### config.mk
export PLATFORM = sky130hd
export DESIGN_NAME = led_fader
export DESIGN_NICKNAME = d
export VERILOG_FILES = /design/src/rtl/led_pkg.sv /design/src/rtl/led_pwm_channel.sv /design/src/rtl/led_fader.sv
export SDC_FILE = /design/constraint.sdc
export NUM_CORES = 1
export LEC_CHECK = 0
export BUFFER_PORTS_ARGS = -buffer_cell sky130_fd_sc_hd__buf_2
export CORE_ASPECT_RATIO = 0.7
export CORE_MARGIN = 2
export CORE_UTILIZATION = 34
export CTS_BUF_LIST = sky130_fd_sc_hd__clkbuf_8
export DETAILED_ROUTE_END_ITERATION = 8
export PLACE_DENSITY_LB_ADDON = 0.05
export SLEW_MARGIN = 20
export SYNTH_ARGS = -nofsm -noshare
export SYNTH_HDL_FRONTEND = slang
export SYNTH_SLANG_ARGS = --single-unit
### constraint.sdc
create_clock -name clk -period 6.66 [get_ports clk]
set_clock_uncertainty 0.2 [all_clocks]
set_input_delay 0 -clock clk [delete_from_list [all_inputs] [get_ports clk]]
set_output_delay 0 -clock clk [all_outputs]
set_load 0.01 [all_outputs]
### src/rtl/led_pkg.sv
// rtl/led_pkg.sv - shared constants and types for the LED fader
//
// Purpose: board-level defaults shared by led_fader and led_pwm_channel.
// Ports:   none (package).
package led_pkg;

  localparam int NLED_DEFAULT     = 10;
  localparam int PWM_BITS_DEFAULT = 4;
  localparam int CLK_HZ           = 10_000_000;

  // Brightness level at the default resolution.
  typedef logic [PWM_BITS_DEFAULT-1:0] level_t;

endpackage

### src/rtl/led_pwm_channel.sv
// rtl/led_pwm_channel.sv - one LED: brightness ramp, duty latch, PWM output flop
//
// Purpose: tracks the brightness level toward full-on or off, latches it as the
//          PWM duty at each period boundary and drives a registered PWM bit.
// Ports:
//   i_clk        system clock
//   i_rst        asynchronous active-low reset
//   i_target_on  1 = target full brightness, 0 = target dark
//   i_fade_en    1 = ramp one step per tick, 0 = snap to target
//   i_ramp_tick  shared ramp prescaler tick
//   i_pwm_cnt    shared PWM counter
//   o_led        registered PWM drive
module led_pwm_channel
  import led_pkg::*;
#(
  parameter int PWM_BITS = PWM_BITS_DEFAULT
) (
  input  logic                i_clk,
  input  logic                i_rst,
  input  logic                i_target_on,
  input  logic                i_fade_en,
  input  logic                i_ramp_tick,
  input  logic [PWM_BITS-1:0] i_pwm_cnt,
  output logic                o_led
);

  localparam logic [PWM_BITS-1:0] MAX = '1;

  logic [PWM_BITS-1:0] r_level;
  logic [PWM_BITS-1:0] r_duty;
  logic                r_led;

  logic [PWM_BITS-1:0] w_target;
  logic [PWM_BITS-1:0] w_level_nxt;

  // Target is always an endpoint (0 or MAX), so a single step toward it can
  // never leave 0..MAX or wrap.
  always_comb begin
    w_target    = i_target_on ? MAX : '0;
    w_level_nxt = r_level;
    if (!i_fade_en) begin
      w_level_nxt = w_target;
    end else if (i_ramp_tick) begin
      if (r_level < w_target) begin
        w_level_nxt = r_level + 1'b1;
      end else if (r_level > w_target) begin
        w_level_nxt = r_level - 1'b1;
      end
    end
  end

  always_ff @(posedge i_clk or negedge i_rst) begin
    if (!i_rst) begin
      r_level <= '0;
      r_duty  <= '0;
      r_led   <= 1'b0;
    end else begin
      r_level <= w_level_nxt;
      // Duty only moves on the last count of a period: no runt pulses.
      if (i_pwm_cnt == MAX) begin
        r_duty <= r_level;
      end
      // MAX is treated as fully on rather than MAX/(MAX+1).
      r_led <= (r_duty == MAX) | (r_duty > i_pwm_cnt);
    end
  end

  assign o_led = r_led;

endmodule

### src/rtl/led_fader.sv
// rtl/led_fader.sv - turns a hard on/off LED pattern into PWM brightness fades
//
// Purpose: registers the upstream pattern, runs the shared PWM counter and
//          ramp prescaler, and instantiates one PWM channel per LED.
// Ports:
//   clk      10 MHz system clock
//   rst      asynchronous active-low reset
//   led_in   on/off pattern, bit=1 targets full brightness
//   fade_en  1 = linear ramp toward target, 0 = snap
//   led_out  registered PWM drive to the LED pins
module led_fader
  import led_pkg::*;
#(
  parameter int NLED     = NLED_DEFAULT,
  parameter int PWM_BITS = PWM_BITS_DEFAULT,
  // 15 steps at CLK_HZ/320 cycles each gives a ~47 ms full fade.
  parameter int RAMP_DIV = CLK_HZ / 320
) (
  input  logic            clk,
  input  logic            rst,
  input  logic [NLED-1:0] led_in,
  input  logic            fade_en,
  output logic [NLED-1:0] led_out
);

  // RAMP_DIV=1 still needs a 1-bit counter so the compare stays legal.
  localparam int             RW        = (RAMP_DIV > 1) ? $clog2(RAMP_DIV) : 1;
  localparam logic [RW-1:0]  RAMP_LAST = RW'(RAMP_DIV - 1);

  logic [NLED-1:0]     r_in_q;
  logic [PWM_BITS-1:0] r_pwm_cnt;
  logic [RW-1:0]       r_ramp_cnt;
  logic                w_ramp_tick;

  assign w_ramp_tick = (r_ramp_cnt == RAMP_LAST);

  // Both counters free-run; input changes never restart them, so every
  // channel ramps on the same ticks.
  always_ff @(posedge clk or negedge rst) begin
    if (!rst) begin
      r_in_q     <= '0;
      r_pwm_cnt  <= '0;
      r_ramp_cnt <= '0;
    end else begin
      r_in_q     <= led_in;
      r_pwm_cnt  <= r_pwm_cnt + 1'b1;
      r_ramp_cnt <= w_ramp_tick ? '0 : r_ramp_cnt + 1'b1;
    end
  end

  for (genvar gi = 0; gi < NLED; gi++) begin : g_ch
    led_pwm_channel #(
      .PWM_BITS(PWM_BITS)
    ) u_ch (
      .i_clk      (clk),
      .i_rst      (rst),
      .i_target_on(r_in_q[gi]),
      .i_fade_en  (fade_en),
      .i_ramp_tick(w_ramp_tick),
      .i_pwm_cnt  (r_pwm_cnt),
      .o_led      (led_out[gi])
    );
  end

endmodule

==> metrics.cfg, run 1 <==
[pwr]
power_uw=2136
ir_drop_uv=127.1
power_density_nw_per_um2=237.6
comb_power_share=0.233
pwr-share-seq=0.402
p_int_uw=1486
switching_share=0.3045
p_sw_uw=650.3
power_leakage_uw=0.003948
p_clk_frac=0.365

[setup_path]
r2r_start=r_in_q[6]
crit_path_start_kind=flip-flop
end_kind=flip-flop
crit_slowest_cell=dfrtp_1
cp.arrival_ps=3190
reg2reg_slack_ps=3610
worstSetupPathType=flip-flop to flip-flop
critPathMaxFanout=6
r2r_cells=11
r2r-end=g_ch[6].u_ch.r_level[3]
cp_data_required_time_ps=6800
slowest_delay_ps=480
path_cells=inv_1, ha_1, nor2b_1, o211ai_1, nand2_1, ha_1, a21oi_1, a21oi_1, a2111o_1, a21oi_1, nor2_1
cp_common_cell=a21oi_1

[global_route]
grt_use_met2=0.2587
antenna_found_initial=0
grt_max_degree=73
gr-usage-met3=0.02875
grt_usage=0.1610
grt_pass1_vias=6343
grt_first_pass_wirelength_mm=32.00
use_met1=0.2209
grt-ovfl-total=0
busiest_layer=met2

[finish]
final_cell_mix=119 x dfrtp_1, 103 x ha_1, 82 x a21oi_1
final_util=0.3943
nFillCells=2278
layout-area-overhead-vs-synth_pct=13.39
nets=966
drive_gt1_frac=0.1174
diodes=0
layout_commonest_cell=dfrtp_1

[clocking]
clkSinkCount=119
cts_buffers=17
clkTransAtPathRegs_ps=70
h-tree-depth=4
worstSkewPairLatency_ps=450
cts.path.max_buffers=2
cts_tree=built
cts_resized=0
cts_hold_buf=22
clockRootBuffer=clkbuf_8
cts_setup_buffers=0

[yosys]
syn_area_per_cell_sq_um=9.859
synthSimpleGateAreaFrac=0.1462
async_reset_ff_frac=1.000
ys_seq_area_frac=0.3757
synthCells=804
synth_xor_area_frac=0.02762
synth_fa_ha_area_frac=0.1878
synth_enable_flop_cells=0
ys_seq_elements=119
synthMuxAreaShare=0.02841
synth_top_family_by_area=compound AO/OA/AOI/OAI gates
syn_area_sq_um=7926
yosys_warnings=0
synthesis.nets=930
synth_compound_area_frac=0.1882
yosysUniqueCellTypes=40
synth_ff_type=dfrtp_1

[min_path]
hold_class=input port to asynchronous set/reset pin

[sta]
max_freq_mhz=327.8
hold_viol=0
setup_viol=0
rsz0062_at_grt=no
fin_tns_setup_ps=0
final.min_clock_period_ps=3051
max_slew_margin=0.3556
timing.hold.ws_ps=20.41
slew_viol_final=0
period_share=0.4581
worstMarginPinSlew_ps=966.6
finalWorstSetupSlack_ps=3609

[die]
start_util=0.3478
dieArea_sq_um=24570
die_w_um=186.5
core_area_sq_um=22790
row_count=46
die_h_um=131.7
io-pin-count=23

[place]
place_hpwl_mm=13.10
gp_routability_congestion=0.7928
pre_cts_ws_ps=3679
port-buffer-count=22

[route]
firstDrtPassIters=5
wl_per_cell_um=16.09
num_vias=6307
drc=0
wirelength_mm=18.72
drt_iter0_drc=342
routed_via_density=5.418
ant_nets=0

[status]
outcome=completed

[flow_run]
max_cap_violations=0

cell usage after synthesis, drive strengths merged (10+ instances only):
library cell,instances,area share
a21oi,82,0.052
and3,15,0.012
and4,13,0.014
buf,18,0.016
clkbuf,15,0.0071
dfrtp,119,0.38
fa,10,0.025
ha,103,0.16
inv,49,0.023
mux2,20,0.028
nand2,46,0.024
nand2b,10,0.0079
nand3,34,0.021
nand4,13,0.010
nor2,31,0.015
nor2b,20,0.016
o211ai,12,0.011
o21ai,40,0.025
o221ai,10,0.011
o22ai,50,0.039
xor2,20,0.022
worst max-delay path: cells and delay by family, from the launching register on:
kind | cells | cell delay [ps]
simple gates | 3 | 380
buf+inv | 1 | 130
flops | 1 | 480
fa+ha+maj | 2 | 670
compound gates | 5 | 1090
registers in the layout (all words and copies together) (netlist names):
name and count:
g_ch.u_ch.o_led 10, r_pwm_cnt 4, r_ramp_cnt 15, g_ch.u_ch.r_duty 40
g_ch.u_ch.r_level 40, r_in_q 10
power groups by stage:
stage | logic, uW | clock network, uW | registers (uW)
finish | 498 | 779 | 860
CTS | 501 | 806 | 860
floorplan | 387 | 0 | 850
global route | 580 | 837 | 871
detailed placement | 488 | 0 | 874
global placement | 461 | 0 | 874
layout make-up:
type | instances | area, sq um | share of cell area
Multi-Input combinational cell | 603 | 4589 | 0.5106
Sequential cell | 119 | 2978 | 0.3313
Tap cell | 312 | 390.4 | 0.04344
Timing Repair Buffer | 50 | 377.9 | 0.04204
Clock buffer | 24 | 330.3 | 0.03675
Inverter | 49 | 183.9 | 0.02046
Clock inverter | 7 | 137.6 | 0.01531
metal layers:
| metal | vias up | part of all wire |
|---|---|---|
| met5 | - | 0 |
| met4 | 0 | 0.013 |
| met3 | 23 | 0.024 |
| met2 | 84 | 0.46 |
| met1 | 3118 | 0.50 |
| li1 | 3082 | - |
through the flow:
stage          instance area [sq um]  instances
3_5_place_dp                    8299       1111
2_1_floorplan                   7926        804
6_report                        8987       1164
4_1_cts                         8987       1164
3_3_place_gp                    8299       1111
5_1_grt                         8987       1164
how the worst max path moves through the flow:
stage	startpoint	endpoint	slack, ps	cells past startpoint
final	r_in_q[6]	g_ch[6].u_ch.r_level[3]	3610	11
after CTS	r_in_q[6]	g_ch[6].u_ch.r_level[3]	3660	11
after floorplan	r_in_q[0]	g_ch[0].u_ch.r_level[3]	4000	11
after global routing	r_in_q[0]	g_ch[0].u_ch.r_level[3]	3410	11
after detailed placement	r_in_q[6]	g_ch[6].u_ch.r_level[3]	3680	11
after global placement	r_in_q[8]	g_ch[8].u_ch.r_level[3]	3740	11
kinds of logic (layout without fill, tap and decap cells):
group           Yosys count  in the layout
fa+ha+maj               113            113
compound gates          232            232
simple gates            213            213
xor+xnor                 25             25
flops                   119            119
buf+inv                  82            130
mux                      20             20
(Power assumes the default switching activity.)
==> inputs of run 2 (changes only) <==
==> constraint.sdc (replaced) <==
create_clock -name clk -period 2.6 [get_ports clk]
set_clock_uncertainty 0.2 [all_clocks]
set_input_delay 0 -clock clk [delete_from_list [all_inputs] [get_ports clk]]
set_output_delay 0 -clock clk [all_outputs]
set_load 0.01 [all_outputs]
==> run 2 against run 1 <==
Against the previous run:
- via count grew 5.1%
- setup slack lost 3600 ps
- die area is the same
- clock power grew 130%
- sequential power grew 150%
- largest power group is now combinational cells
==> metrics.cfg, run 2 (same netlist as run 1, synthesis figures left out) <==
[finish]
layout-area-overhead-vs-synth_pct=33.86
instances_no_fill=1270
nets=1071
diodes=0
final_cell_mix=119 x dfrtp_1, 104 x buf_4, 75 x ha_1
drive_gt1_frac=0.3330
final_util=0.4655
layout_commonest_cell=dfrtp_1
largestRegisters=g_ch.u_ch.r_duty (40), g_ch.u_ch.r_level (40), r_ramp_cnt (15)
design_area_sq_um=10610

[route]
num_vias=6631
wirelength_mm=20.24
wl_per_cell_um=15.93
firstDrtPassIters=5
drt_iter0_drc=365
drc=0
routed_via_density=5.221
ant_nets=0

[die]
row_count=46
dieArea_sq_um=24570
die_w_um=186.5
die_h_um=131.7
core_area_sq_um=22790
io-pin-count=23
start_util=0.3478

[setup_path]
end_kind=flip-flop
cp.arrival_ps=2730
cp_data_required_time_ps=2740
worstSetupPathType=flip-flop to flip-flop
crit_path_start_kind=flip-flop
critPathMaxFanout=3

[sta]
rsz0062_at_grt=yes
max_slew_margin=0.5950
slew_viol_final=0
hold_viol=0
period_share=0.9947
finalWorstSetupSlack_ps=13.72
setup_viol=0
final.min_clock_period_ps=2586
max_freq_mhz=386.7
worstMarginPinSlew_ps=606.8

[clocking]
h-tree-depth=4
worstSkewPairLatency_ps=460
cts.path.max_buffers=2
clockRootBuffer=clkbuf_8
cts_tree=built
clkTransAtPathRegs_ps=80
cts_buffers=17
clkSinkCount=119

[status]
outcome=completed

[global_route]
grt_first_pass_wirelength_mm=33.20
grt-ovfl-total=0
grt_usage=0.1681
grt_max_degree=56
antenna_found_initial=0
grt_pass1_vias=6708

[pwr]
power_density_nw_per_um2=572.6
ir_drop_uv=292.8
power_leakage_uw=0.004473

[place]
place_inst=1193
gp_routability_congestion=0.8158
dpl_cell_area_sq_um=9120
pre_cts_ws_ps=-106.5
port-buffer-count=22
place_hpwl_mm=14.00

[min_path]
hold_class=input port to flip-flop

[flow_run]
max_cap_violations=0

## run 2: area by class of cell
class / instances / area, sq um
clock buffers: 17 / 234.0
inverters: 49 / 183.9
clock inverters: 15 / 178.9
fillers: 2163 / 12180
multi-input cells: 603 / 5398
flip-flops and latches: 119 / 2978
repair buffers: 155 / 1247
well taps: 312 / 390.4
## run 2: path summary, 6_finish.rpt
| kind | start | endpoint | slack [ps] | cells after the start |
|---|---|---|---|---|
| max in group asynchronous | rst | g_ch[6].u_ch.r_level[1] | 1340 | 4 |
| min in group asynchronous | rst | r_in_q[1] | 460 | 4 |
| setup reg to reg | r_in_q[7] | g_ch[7].u_ch.r_level[3] | 10 | 11 |
| hold reg to reg | r_pwm_cnt[0] | r_pwm_cnt[1] | 310 | 1 |
| setup / recovery | r_in_q[7] | g_ch[7].u_ch.r_level[3] | 10 | 11 |
| hold / removal | fade_en | g_ch[6].u_ch.r_level[0] | 220 | 3 |
## run 2: routing by layer
metal / global-route usage / vias to the layer above / routed length, um / share of wire
met5: 0 / - / 0 / 0
met4: 0.05071 / 0 / 244 / 0.012
met2: 0.2711 / 97 / 9345 / 0.46
li1: - / 3284 / - / -
met1: 0.2304 / 3229 / 10040 / 0.50
met3: 0.03114 / 21 / 610 / 0.030
## run 2: per-stage QoR
stage | setup TNS (ps) | power [uW] | hold slack, ps
floorplan | -23.88 | 3231 | -495.6
global placement | -111.2 | 3722 | -186.8
detailed placement | -573.4 | 3791 | -177.2
CTS | -44.80 | 5798 | 188.2
global route | -487.4 | 6506 | 244.7
finish | 0 | 6075 | 221.6
## run 2: what timing repair did
| action | 4_1_cts | 5_1_grt |
|---|---|---|
| hold buffers | 24 | 0 |
| gates resized for setup | 35 | 90 |
| pin swaps | 26 | 51 |
| buffers inserted | 11 | 10 |
| hold endpoints to repair | 159 | 0 |
| endpoints found under the setup margin | 11 | 19 |
## run 2: critical path, stage by stage (launching register included)
cell and delay, ps:
dfrtp_1 390, inv_2 90, ha_4 200, nor2b_1 120
o211ai_1 250, nand2_2 170, ha_4 340, nand3_4 80
and3_4 170, a2111o_1 270, a21oi_1 120, nor2_1 60
## run 2: where the power goes
part,switching (uW),internal (uW),leakage (uW)
Sequential,122,2010,0.00136
Combinational,1040,1100,0.00291
Clock,848,948,0.000198
Total,2010,4060,0.00447
==> inputs of run 3 (changes only) <==
--- a/config.mk
+++ b/config.mk
@@ -8,7 +8,7 @@
 export BUFFER_PORTS_ARGS = -buffer_cell sky130_fd_sc_hd__buf_2
 export CORE_ASPECT_RATIO = 0.7
 export CORE_MARGIN = 2
-export CORE_UTILIZATION = 34
+export CORE_UTILIZATION = 30
 export CTS_BUF_LIST = sky130_fd_sc_hd__clkbuf_8
 export DETAILED_ROUTE_END_ITERATION = 8
 export PLACE_DENSITY_LB_ADDON = 0.05
==> run 3 against run 2 <==
Against the previous run:
- the run now ends with negative setup slack left
- critical path depth is the same
- combinational power hardly changed
- setup slack got worse by 37 ps
- global-route usage down 1.0 points
- clock power shrank 3%
- worst hold slack got worse by 200 ps
- wire length increased by 5.1%
- core utilization shrank 5.2 points
- register-to-register slack got worse by 40 ps
- non-clock buffer count did not move
- final cell count up 3.5%
- count of clock-buffer cells in the layout up 5
- critical path type unchanged
==> metrics.cfg, run 3 (same netlist as run 1, synthesis figures left out) <==
[finish]
layout_commonest_cell=dfrtp_1
nets=1071
instances_no_fill=1314
design_area_sq_um=10660
final_cell_mix=119 x dfrtp_1, 105 x buf_4, 74 x ha_1
final_util=0.4131
layout-area-overhead-vs-synth_pct=34.51
diodes=0
drive_gt1_frac=0.3302
largestRegisters=g_ch.u_ch.r_duty (40), g_ch.u_ch.r_level (40), r_ramp_cnt (15)

[pwr]
power_density_nw_per_um2=569.2
p_clk_frac=0.289
power_leakage_uw=0.004486
ir_drop_uv=323.4
comb_power_share=0.358
p_int_uw=4095
p_sw_uw=1974
pwr-share-seq=0.353
switching_share=0.3253

[place]
dpl_cell_area_sq_um=9161
gp_routability_congestion=0.8133
place_hpwl_mm=14.70
place_inst=1236
port-buffer-count=22

[sta]
period_share=1.009
fin_tns_setup_ps=-23.60
slew_viol_final=0
rsz0062_at_grt=yes
max_slew_margin=0.6193
final.min_clock_period_ps=2624
hold_viol=0
setup_viol=1
max_freq_mhz=381.2
worstMarginPinSlew_ps=570.5
finalWorstSetupSlack_ps=-23.60

[clocking]
clkSinkCount=119
clkTransAtPathRegs_ps=80
cts.path.max_buffers=2
cts_tree=built
cts_buffers=17
h-tree-depth=4
clockRootBuffer=clkbuf_8
worstSkewPairLatency_ps=450

[global_route]
antenna_found_initial=0
grt_first_pass_wirelength_mm=34.42
grt-ovfl-total=0
grt_pass1_vias=6762
grt_usage=0.1577
grt_max_degree=61

[setup_path]
end_kind=flip-flop
crit_path_start_kind=flip-flop
critPathMaxFanout=3
cp_data_required_time_ps=2740
r2r_start=r_in_q[7]
cp-startpoint=r_in_q[7]
worstSetupPathType=flip-flop to flip-flop
cp.arrival_ps=2770

[die]
die_h_um=140.0
row_count=49
io-pin-count=23
start_util=0.3071
dieArea_sq_um=27760
die_w_um=198.3
core_area_sq_um=25810

[route]
wirelength_mm=21.27
drt_iter0_drc=199
drc=0
ant_nets=0
num_vias=6642
firstDrtPassIters=4
wl_per_cell_um=16.18
routed_via_density=5.055

[flow_run]
max_cap_violations=0

[min_path]
hold_class=input port to flip-flop
min_from=led_in[9]

[status]
violations=negative setup slack
outcome=complete, but fails checks

run 3: area by class of cell:
type	count	area [sq um]
Clock buffer	22	302.8
Clock inverter	9	97.59
Fill cell	2481	15150
Inverter	49	183.9
Multi-Input combinational cell	603	5408
Sequential cell	119	2978
Tap cell	357	446.7
Timing Repair Buffer	155	1245
run 3: metal layers:
layer	GRT usage	vias to the layer above	routed length, um
li1	-	3290	-
met1	0.2170	3246	10270
met2	0.2513	88	10140
met3	0.03419	18	632
met4	0.04036	0	224
met5	0	-	0
run 3: stage by stage:
stage	hold slack, ps	total power, uW	setup slack [ps]
3_5_place_dp	-167.3	3795	-82.14
3_3_place_gp	-177.3	3720	-56.56
4_1_cts	2.227	5749	-55.07
6_report	26.09	6069	-23.60
2_1_floorplan	-495.6	3231	-23.88
5_1_grt	10.20	6503	-138.6
run 3: path summary, 6_finish.rpt:
check / end / slack, ps / cells past startpoint
setup / recovery: g_ch[7].u_ch.r_level[3] / -20 / 11
hold / removal: r_in_q[9] / 30 / 2
setup reg to reg: g_ch[7].u_ch.r_level[3] / -20 / 11
hold reg to reg: g_ch[2].u_ch.r_duty[0] / 310 / 2
max in group asynchronous: g_ch[5].u_ch.r_level[0] / 1490 / 4
min in group asynchronous: r_ramp_cnt[10] / 480 / 4
run 3: power groups by stage:
stage          clock (uW)  combinational, uW  sequential, uW
6_report             1750               2180            2140
2_1_floorplan           0               1050            2180
4_1_cts              1840               1780            2130
5_1_grt              1930               2410            2160
3_5_place_dp            0               1630            2170
3_3_place_gp            0               1560            2160
run 3: repair_timing:
| item | CTS | global route |
|---|---|---|
| endpoints found under the hold margin | 144 | 0 |
| endpoints found under the setup margin | 10 | 21 |
| pin swaps | 18 | 48 |
| gates cloned | 0 | 0 |
| hold buffers | 23 | 0 |
| resized for setup | 26 | 96 |
| setup buffers | 11 | 13 |
run 3: critical path, cell delays in order, from the launching register on:
cell,delay [ps]
dfrtp_1,400
inv_2,90
ha_4,200
nor2b_4,120
o211ai_1,260
nand2_2,170
ha_4,300
a21oi_4,160
a21oi_2,90
a2111o_1,360
a21oi_2,120
nor2_1,50
